[config.mk]
export PLATFORM = sky130hd
export DESIGN_NAME = multdiv_unit
export DESIGN_NICKNAME = d
export VERILOG_FILES = /design/src/rtl/multdiv_unit.sv
export SDC_FILE = /design/constraint.sdc
export NUM_CORES = 1
export LEC_CHECK = 0
export CORE_UTILIZATION = 40
export CTS_CLUSTER_SIZE = 25
export DETAILED_ROUTE_END_ITERATION = 12
export SLEW_MARGIN = 20
export SYNTH_ARGS = -nofsm -noshare
export SYNTH_HDL_FRONTEND = slang
export SYNTH_SLANG_ARGS = --single-unit
[constraint.sdc]
create_clock -name clock -period 10.5 [get_ports clock]
set_clock_uncertainty 0.15 [all_clocks]
set_input_delay 3.15 -clock clock [delete_from_list [all_inputs] [get_ports clock]]
set_output_delay 3.15 -clock clock [all_outputs]
set_load 0.05 [all_outputs]
[src/rtl/multdiv_unit.sv]
// Iterative signed 32-bit multiply (Booth) / divide (restoring) unit; build option MULTDIV_BOOTH_RADIX4_EN.
// Latency: result pulse 33 cycles after start (multiply 17 with MULTDIV_BOOTH_RADIX4_EN).
// No backpressure: a start in any state aborts the current operation and restarts.
module multdiv_unit (
  input  logic        clock,
  input  logic        reset,
  input  logic [31:0] data_operandA,
  input  logic [31:0] data_operandB,
  input  logic        ctrl_MULT,
  input  logic        ctrl_DIV,
  output logic [31:0] data_result,
  output logic        data_exception,
  output logic        data_resultRDY,
  output logic        busy
);

`ifdef MULTDIV_BOOTH_RADIX4_EN
  localparam logic [5:0] MUL_ITER = 6'd16;
`else
  localparam logic [5:0] MUL_ITER = 6'd32;
`endif
  localparam logic [5:0] DIV_ITER = 6'd32;

  typedef enum logic [1:0] {IDLE, MUL, DIV, DONE} state_t;

  state_t      state;
  logic [5:0]  count;
  // {34-bit accumulator, 32-bit multiplier, Booth guard bit}
  logic [66:0] prod;
  logic [31:0] mcand;
  logic [31:0] rem;
  logic [31:0] quo;
  logic [31:0] dvs;
  logic        neg_res;
  logic        div_zero;
  logic        div_ovf;

  logic [33:0] m34;
  logic [33:0] addend;
  logic [33:0] acc_sum;
  logic [66:0] prod_nxt;
  logic        mul_exc;

  logic [32:0] shifted;
  logic [32:0] trial;
  logic [31:0] rem_nxt;
  logic [31:0] quo_nxt;
  logic [31:0] mag_a;
  logic [31:0] mag_b;
  logic [31:0] div_res;
  logic        div_exc;

  assign m34 = {{2{mcand[31]}}, mcand};

  always_comb begin
    addend = '0;
`ifdef MULTDIV_BOOTH_RADIX4_EN
    case (prod[2:0])
      3'b001, 3'b010: addend = m34;
      3'b011:         addend = m34 << 1;
      3'b100:         addend = -(m34 << 1);
      3'b101, 3'b110: addend = -m34;
      default:        addend = '0;
    endcase
    acc_sum  = prod[66:33] + addend;
    prod_nxt = {{2{acc_sum[33]}}, acc_sum, prod[32:2]};
`else
    case (prod[1:0])
      2'b01:   addend = m34;
      2'b10:   addend = -m34;
      default: addend = '0;
    endcase
    acc_sum  = prod[66:33] + addend;
    prod_nxt = {acc_sum[33], acc_sum, prod[32:1]};
`endif
  end

  // Final 64-bit product sits at prod[64:1]; overflow when bits 63:31 disagree.
  assign mul_exc = !((&prod[64:32]) || !(|prod[64:32]));

  always_comb begin
    shifted = {rem, quo[31]};
    trial   = shifted - {1'b0, dvs};
    rem_nxt = trial[32] ? shifted[31:0] : trial[31:0];
    quo_nxt = {quo[30:0], ~trial[32]};
  end

  assign mag_a = data_operandA[31] ? -data_operandA : data_operandA;
  assign mag_b = data_operandB[31] ? -data_operandB : data_operandB;

  always_comb begin
    div_res = neg_res ? -quo : quo;
    div_exc = 1'b0;
    if (div_zero) begin
      div_res = '0;
      div_exc = 1'b1;
    end else if (div_ovf) begin
      div_res = 32'h8000_0000;
      div_exc = 1'b1;
    end
  end

  always_ff @(posedge clock or negedge reset) begin
    if (!reset) begin
      state          <= IDLE;
      count          <= '0;
      prod           <= '0;
      mcand          <= '0;
      rem            <= '0;
      quo            <= '0;
      dvs            <= '0;
      neg_res        <= 1'b0;
      div_zero       <= 1'b0;
      div_ovf        <= 1'b0;
      data_result    <= '0;
      data_exception <= 1'b0;
      data_resultRDY <= 1'b0;
      busy           <= 1'b0;
    end else begin
      data_resultRDY <= 1'b0;
      if (ctrl_MULT) begin
        state <= MUL;
        busy  <= 1'b1;
        count <= '0;
        prod  <= {34'd0, data_operandB, 1'b0};
        mcand <= data_operandA;
      end else if (ctrl_DIV) begin
        state    <= DIV;
        busy     <= 1'b1;
        count    <= '0;
        rem      <= '0;
        quo      <= mag_a;
        dvs      <= mag_b;
        neg_res  <= data_operandA[31] ^ data_operandB[31];
        div_zero <= (data_operandB == 32'd0);
        div_ovf  <= (data_operandA == 32'h8000_0000) && (data_operandB == 32'hFFFF_FFFF);
      end else begin
        case (state)
          MUL: begin
            if (count == MUL_ITER) begin
              state          <= DONE;
              busy           <= 1'b0;
              data_resultRDY <= 1'b1;
              data_result    <= prod[32:1];
              data_exception <= mul_exc;
            end else begin
              prod  <= prod_nxt;
              count <= count + 6'd1;
            end
          end
          DIV: begin
            if (count == DIV_ITER) begin
              state          <= DONE;
              busy           <= 1'b0;
              data_resultRDY <= 1'b1;
              data_result    <= div_res;
              data_exception <= div_exc;
            end else begin
              rem   <= rem_nxt;
              quo   <= quo_nxt;
              count <= count + 6'd1;
            end
          end
          DONE:    state <= IDLE;
          default: state <= IDLE;
        endcase
      end
    end
  end

endmodule
==> results of run 1 <==
[flip-flops by register name, summed over array words and instances, names as in the netlist, 2 cells and up]
register	flops
count	6
rem	32
dvs	32
prod	66
data_result	32
mcand	32
state	2
quo	32
[worst min-delay path, cell delays in order, from the launching register on]
cell,delay [ns]
dfrtp_1,0.34
nand2_1,0.05
o21ai_0,0.06
[synthesized netlist by cell type (31+ instances only)]
cell type	instances	area [sq um]
a21oi_1	111	555.5
o21ai_0	206	1031
xnor2_1	70	613.1
inv_1	78	292.8
a21o_1	35	262.8
dfrtp_1	240	6006
nor3_1	38	190.2
mux2i_1	31	310.3
nand2_1	251	942.2
nor2_1	128	480.5
ha_1	76	950.9
mux2_2	31	349.1
xor2_1	91	797.0
clkbuf_1	101	379.1
[power breakdown]
part	internal [mW]	switching [mW]
Clock	0.743	0.442
Sequential	1.01	0.0984
Combinational	0.233	0.348
[cell type report]
| type | instances | area (sq um) |
|---|---|---|
| clock buffer | 39 | 845.8 |
| fill | 4006 | 21730 |
| tap | 532 | 665.6 |
| clock inverter | 18 | 290.3 |
| timing repair buffer | 120 | 1157 |
| inverter | 78 | 292.8 |
| multi-input combinational | 1531 | 9930 |
| sequential | 240 | 6006 |
| antenna | 1 | 2.502 |
[worst paths after layout]
| kind | end | slack [ns] | cells after the start |
|---|---|---|---|
| max | dvs[23]$_DFFE_PN0P_ | 4.14 | 9 |
| min | dvs[20]$_DFFE_PN0P_ | 0.33 | 2 |
| max reg2reg | prod[64]$_DFFE_PN0P_ | 4.36 | 17 |
| min reg2reg | dvs[20]$_DFFE_PN0P_ | 0.33 | 2 |
| max in group asynchronous | rem[28]$_DFFE_PN0P_ | 6.43 | 2 |
| min in group asynchronous | rem[24]$_DFFE_PN0P_ | 2.47 | 1 |
[metrics by stage]
step	hold WS, ns	instances
after floorplan	0.2998	1964
after global placement	0.3174	2501
after detailed placement	0.3250	2501
after CTS	0.3378	2558
after global routing	0.3482	2558
final	0.3312	2559
[per-layer routing]
layer	share of wire, %	up-vias	routed length [microns]	global-route usage [%]
met4	2.3	6	1143	5.987
met1	45	7149	21870	31.06
met5	0.074	-	36	0
met2	46	378	22450	37.37
met3	6.6	71	3230	5.125
li1	-	7172	-	-
[kinds of logic (layout without fill, tap and decap cells)]
kind of cell | after synthesis | count (layout) | synth area share (%)
mux | 62 | 62 | 3.966
fa+ha+maj | 78 | 78 | 5.960
simple gates | 653 | 653 | 18.96
other cells | 0 | 1 | 0
flops | 240 | 240 | 36.12
buf+inv | 193 | 255 | 4.372
compound gates | 577 | 577 | 22.14
xor+xnor | 161 | 161 | 8.481
==> results.yml, run 1 <==
outcome:
  status: "finished clean"
clocking:
  cts_buffers: 31
  clockBufferDepth: 3
  clk_pin_slew_ns: 0.06
  cts_root_buf: "clkbuf_16"
  post_cts_buffers: 0
  clkSinkCount: 240
  htree_levels: 1
  clock_latency_ns: 0.60
  cts_resized: 0
  ctsHoldBuffers: 0
  tritoncts: "built"
critical_path:
  critPathCaptureType: "register"
  cp_top_family: "simple AND/OR/NAND/NOR gates"
  cpMaxStageDelayCell: "or4_1"
  worst_ep_required_time_ns: 10.78
  cpMostUsedCell: "or4_1"
  cp_num_buf_inv: 1
  crit_arrival_ns: 6.64
  cp_max_fo: 6
  critPathKind: "in2reg"
  worstPathCellList: "clkdlybuf4s50_1 -> or4_1 -> or4_1 -> or2_2 -> or4_1 -> or4_1 -> o41ai_1 -> xor2_1 -> o21ai_0"
  cp-startpoint: "data_operandB[8]"
  max_stage_delay_ns: 0.59
  rr_startpoint: "mcand[8]$_DFFE_PN0P_"
  worstSetupStartpointType: "input pin"
min_path:
  worstHoldStart: "dvs[20]$_DFFE_PN0P_"
  min_path_type: "reg2reg"
global_routing:
  grt_pass1_wl_microns: 77510
  grt_max_degree: 106
  grt_overflow: 0
  grt.total_usage_pct: 23.08
  grt_pass1_vias: 14128
  antenna_found_initial: 7
yosys:
  syn_area_per_cell_sq_um: 8.466
  syn_area_sq_um: 16630
  synthFlopType: "dfrtp_1"
  synth_edf_count: 0
  async_reset_ff_share_pct: 100.0
  ys_seq_area_share_pct: 36.12
  synthCells: 1964
  ys.warnings.count: 0
  synth.distinct_cells: 66
  synth_seq_cells: 240
  synth_nets: 2110
floorplanning:
  coreArea_sq_um: 40920
  die_area_sq_um: 42390
  fp.dieW_microns: 205.9
  die_h_microns: 205.9
  fp-row-count: 74
  initial_utilization_pct: 40.63
  pin_count: 103
pwr:
  p_total_mw: 2.870
  p_leak_nw: 8.163
  ir_worst_vdd_mv: 0.1380
  p_per_area_nw_per_um2: 149.5
timing:
  tightest_slew_ns: 0.9722
  maxSlewHeadroom_pct: 35.03
  timing.fmax_ghz: 0.1572
  maxSlewViolCount: 0
  period_share_pct: 60.58
  setup_ws_ns: 4.139
  fin_tns_setup_ns: 0
  rsz0062_at_grt: "false"
  setup_violations: 0
  fin_crit_ns: 6.361
  hold_viol_final: 0
route:
  drtIter0Drc: 1292
  drc: 0
  wire_per_inst_microns: 19.04
  dr.pass1.iters: 5
  viasPerCell: 5.774
  ant_nets: 0
  vias: 14776
  finalWirelength_microns: 48730
placed_design:
  dp_slack_ns: 3.555
  dpl_cell_area_sq_um: 18050
  gp_congestion: 0.9086
  hpwl_microns: 35610
  port_buffers: 102
final_layout:
  syn_to_final_growth_pct: 15.41
  drive_gt1_share_pct: 6.466
  mostFrequentLayoutCells: "251 x nand2_1, 240 x dfrtp_1, 206 x o21ai_0, 126 x nor2_1, 111 x a21oi_1"
  finish.utilization_pct: 46.89
  final_common_cell: "nand2_1"
  stdcell_area_sq_um: 19190
  nets: 2148
run:
  maxCapViolations: 0
Power figures use the tool's default switching activity.
==> run 2, diff against run 1 <==
==> constraint.sdc (replaced) <==
create_clock -name clock -period 5.31 [get_ports clock]
set_clock_uncertainty 0.15 [all_clocks]
set_input_delay 1.593 -clock clock [delete_from_list [all_inputs] [get_ports clock]]
set_output_delay 1.593 -clock clock [all_outputs]
set_load 0.05 [all_outputs]
==> results.yml, run 2 (synthesis gave the netlist of run 1 again) <==
outcome:
  status: "finished clean"
route:
  wire_per_inst_microns: 19.12
  drc: 0
  dr.pass1.iters: 5
  vias: 15027
  ant_nets: 0
  viasPerCell: 5.762
  drtIter0Drc: 976
  finalWirelength_microns: 49870
floorplanning:
  fp-row-count: 74
  fp.dieW_microns: 205.9
  pin_count: 103
  initial_utilization_pct: 40.63
  die_h_microns: 205.9
  die_area_sq_um: 42390
  coreArea_sq_um: 40920
global_routing:
  grt_overflow: 0
  antenna_found_initial: 3
  grt_max_degree: 124
  grt_pass1_wl_microns: 80120
  grt.total_usage_pct: 23.86
  grt_pass1_vias: 14323
critical_path:
  cp_top_family: "simple AND/OR/NAND/NOR gates"
  crit_cells: 18
  reg2reg_slack_ns: 0.19
  cp_num_buf_inv: 1
  critPathCaptureType: "register"
  cp-startpoint: "mcand[8]$_DFFE_PN0P_"
  max_stage_delay_ns: 0.67
  worstPathCellList: "or4_4 -> or3_4 -> or2_4 -> or4_4 -> or3_1 -> a32oi_1 -> nor2_1 -> ha_1 -> buf_4 -> nand2_1 -> or3_4 -> or3_1 -> o22ai_1 -> or4b_2 -> a21oi_2 -> o21ai_2 -> a21o_1 -> a211o_1"
  crit_end: "prod[64]$_DFFE_PN0P_"
  cpMaxStageDelayCell: "or4b_2"
  cp_max_fo: 5
  crit_arrival_ns: 5.41
  r2r_cells: 18
  worstReg2RegEnd: "prod[64]$_DFFE_PN0P_"
  critPathKind: "reg2reg"
  worst_ep_required_time_ns: 5.60
  rr_startpoint: "mcand[8]$_DFFE_PN0P_"
  worstSetupStartpointType: "register"
min_path:
  min_path_type: "reg2reg"
clocking:
  ctsHoldBuffers: 0
  cts_buffers: 30
  clk_pin_slew_ns: 0.06
  clockBufferDepth: 3
  tritoncts: "built"
  cts_root_buf: "clkbuf_16"
  htree_levels: 1
  clkSinkCount: 240
  clock_latency_ns: 0.58
final_layout:
  mostFrequentLayoutCells: "250 x nand2_1, 240 x dfrtp_1, 202 x o21ai_0, 126 x nor2_1, 109 x a21oi_1"
  ff_latch_area_sq_um: 6006
  fillCellCount: 3917
  syn_to_final_growth_pct: 17.93
  nets: 2197
  finish.utilization_pct: 47.91
  fin_cells: 2608
  top_register: "prod"
  multi_input_area_sq_um: 9987
  stdcell_area_sq_um: 19610
  final_common_cell: "nand2_1"
  drive_gt1_share_pct: 9.214
  largest_reg_flops: 66
placed_design:
  hpwl_microns: 36570
  dpl_cell_area_sq_um: 18450
  port_buffers: 102
  place_inst: 2549
  dp_slack_ns: -0.03986
  gp_congestion: 0.9080
timing:
  fin_crit_ns: 5.116
  setup_ws_ns: 0.1942
  whs_ns: 0.3305
  fin_tns_setup_ns: 0
  timing.fmax_ghz: 0.1955
  maxSlewViolCount: 0
  hold_viol_final: 0
  setup_violations: 0
  period_share_pct: 96.34
  tightest_slew_ns: 1.051
  maxSlewHeadroom_pct: 29.95
run:
  maxCapViolations: 0
pwr:
  ir_worst_vdd_mv: 0.2179
  p_leak_nw: 8.399
  p_total_mw: 5.576
  p_per_area_nw_per_um2: 284.3
[run 2: cell count changes in the layout (fill, tap and decap cells not counted), sizes merged]
| cell | change |
|---|---|
| clkbuf | +1 |
| buf | +50 |
| bufinv | -3 |
| diode | +2 |
| inv | -2 |
| clkinv | +1 |
[run 2: where the power goes]
part	switching (mW)	internal, mW
clock	0.853	1.34
sequential	0.180	1.99
combinational	0.722	0.494
[run 2: tightest hold or removal path, stage by stage (launching register included)]
cell and delay [ns]:
dfrtp_1 0.34, nand2_1 0.04, o21ai_0 0.06
[run 2: area by class of cell]
type	count	share of cell area (%)
Tap cell	532	3.395
Clock buffer	40	4.428
Antenna cell	3	0.03828
Timing Repair Buffer	170	8.091
Multi-Input combinational cell	1531	50.93
Inverter	78	1.493
Clock inverter	14	0.9954
Sequential cell	240	30.63
[run 2: worst min-delay path by stage]
stage	from	endpoint	slack (ns)	cells after the start
2_1_floorplan	dvs[10]$_DFFE_PN0P_	dvs[10]$_DFFE_PN0P_	0.30	2
3_3_place_gp	dvs[18]$_DFFE_PN0P_	dvs[18]$_DFFE_PN0P_	0.31	2
3_5_place_dp	dvs[14]$_DFFE_PN0P_	dvs[14]$_DFFE_PN0P_	0.32	2
4_1_cts	dvs[14]$_DFFE_PN0P_	dvs[14]$_DFFE_PN0P_	0.33	2
5_1_grt	dvs[14]$_DFFE_PN0P_	dvs[14]$_DFFE_PN0P_	0.34	2
6_report	dvs[14]$_DFFE_PN0P_	dvs[14]$_DFFE_PN0P_	0.33	2
[run 2: timing repair]
item	in CTS	in global routing
setup endpoints to repair	3	5
resized for setup	3	10
pin swaps	0	10
setup buffers	0	1
[run 2: metal layers]
metal	track usage [%]	part of all wire, %	vias up
li1	-	-	7258
met1	33.25	45	7318
met2	38.13	46	365
met3	3.579	5.9	82
met4	7.143	2.7	4
met5	0	0.046	-
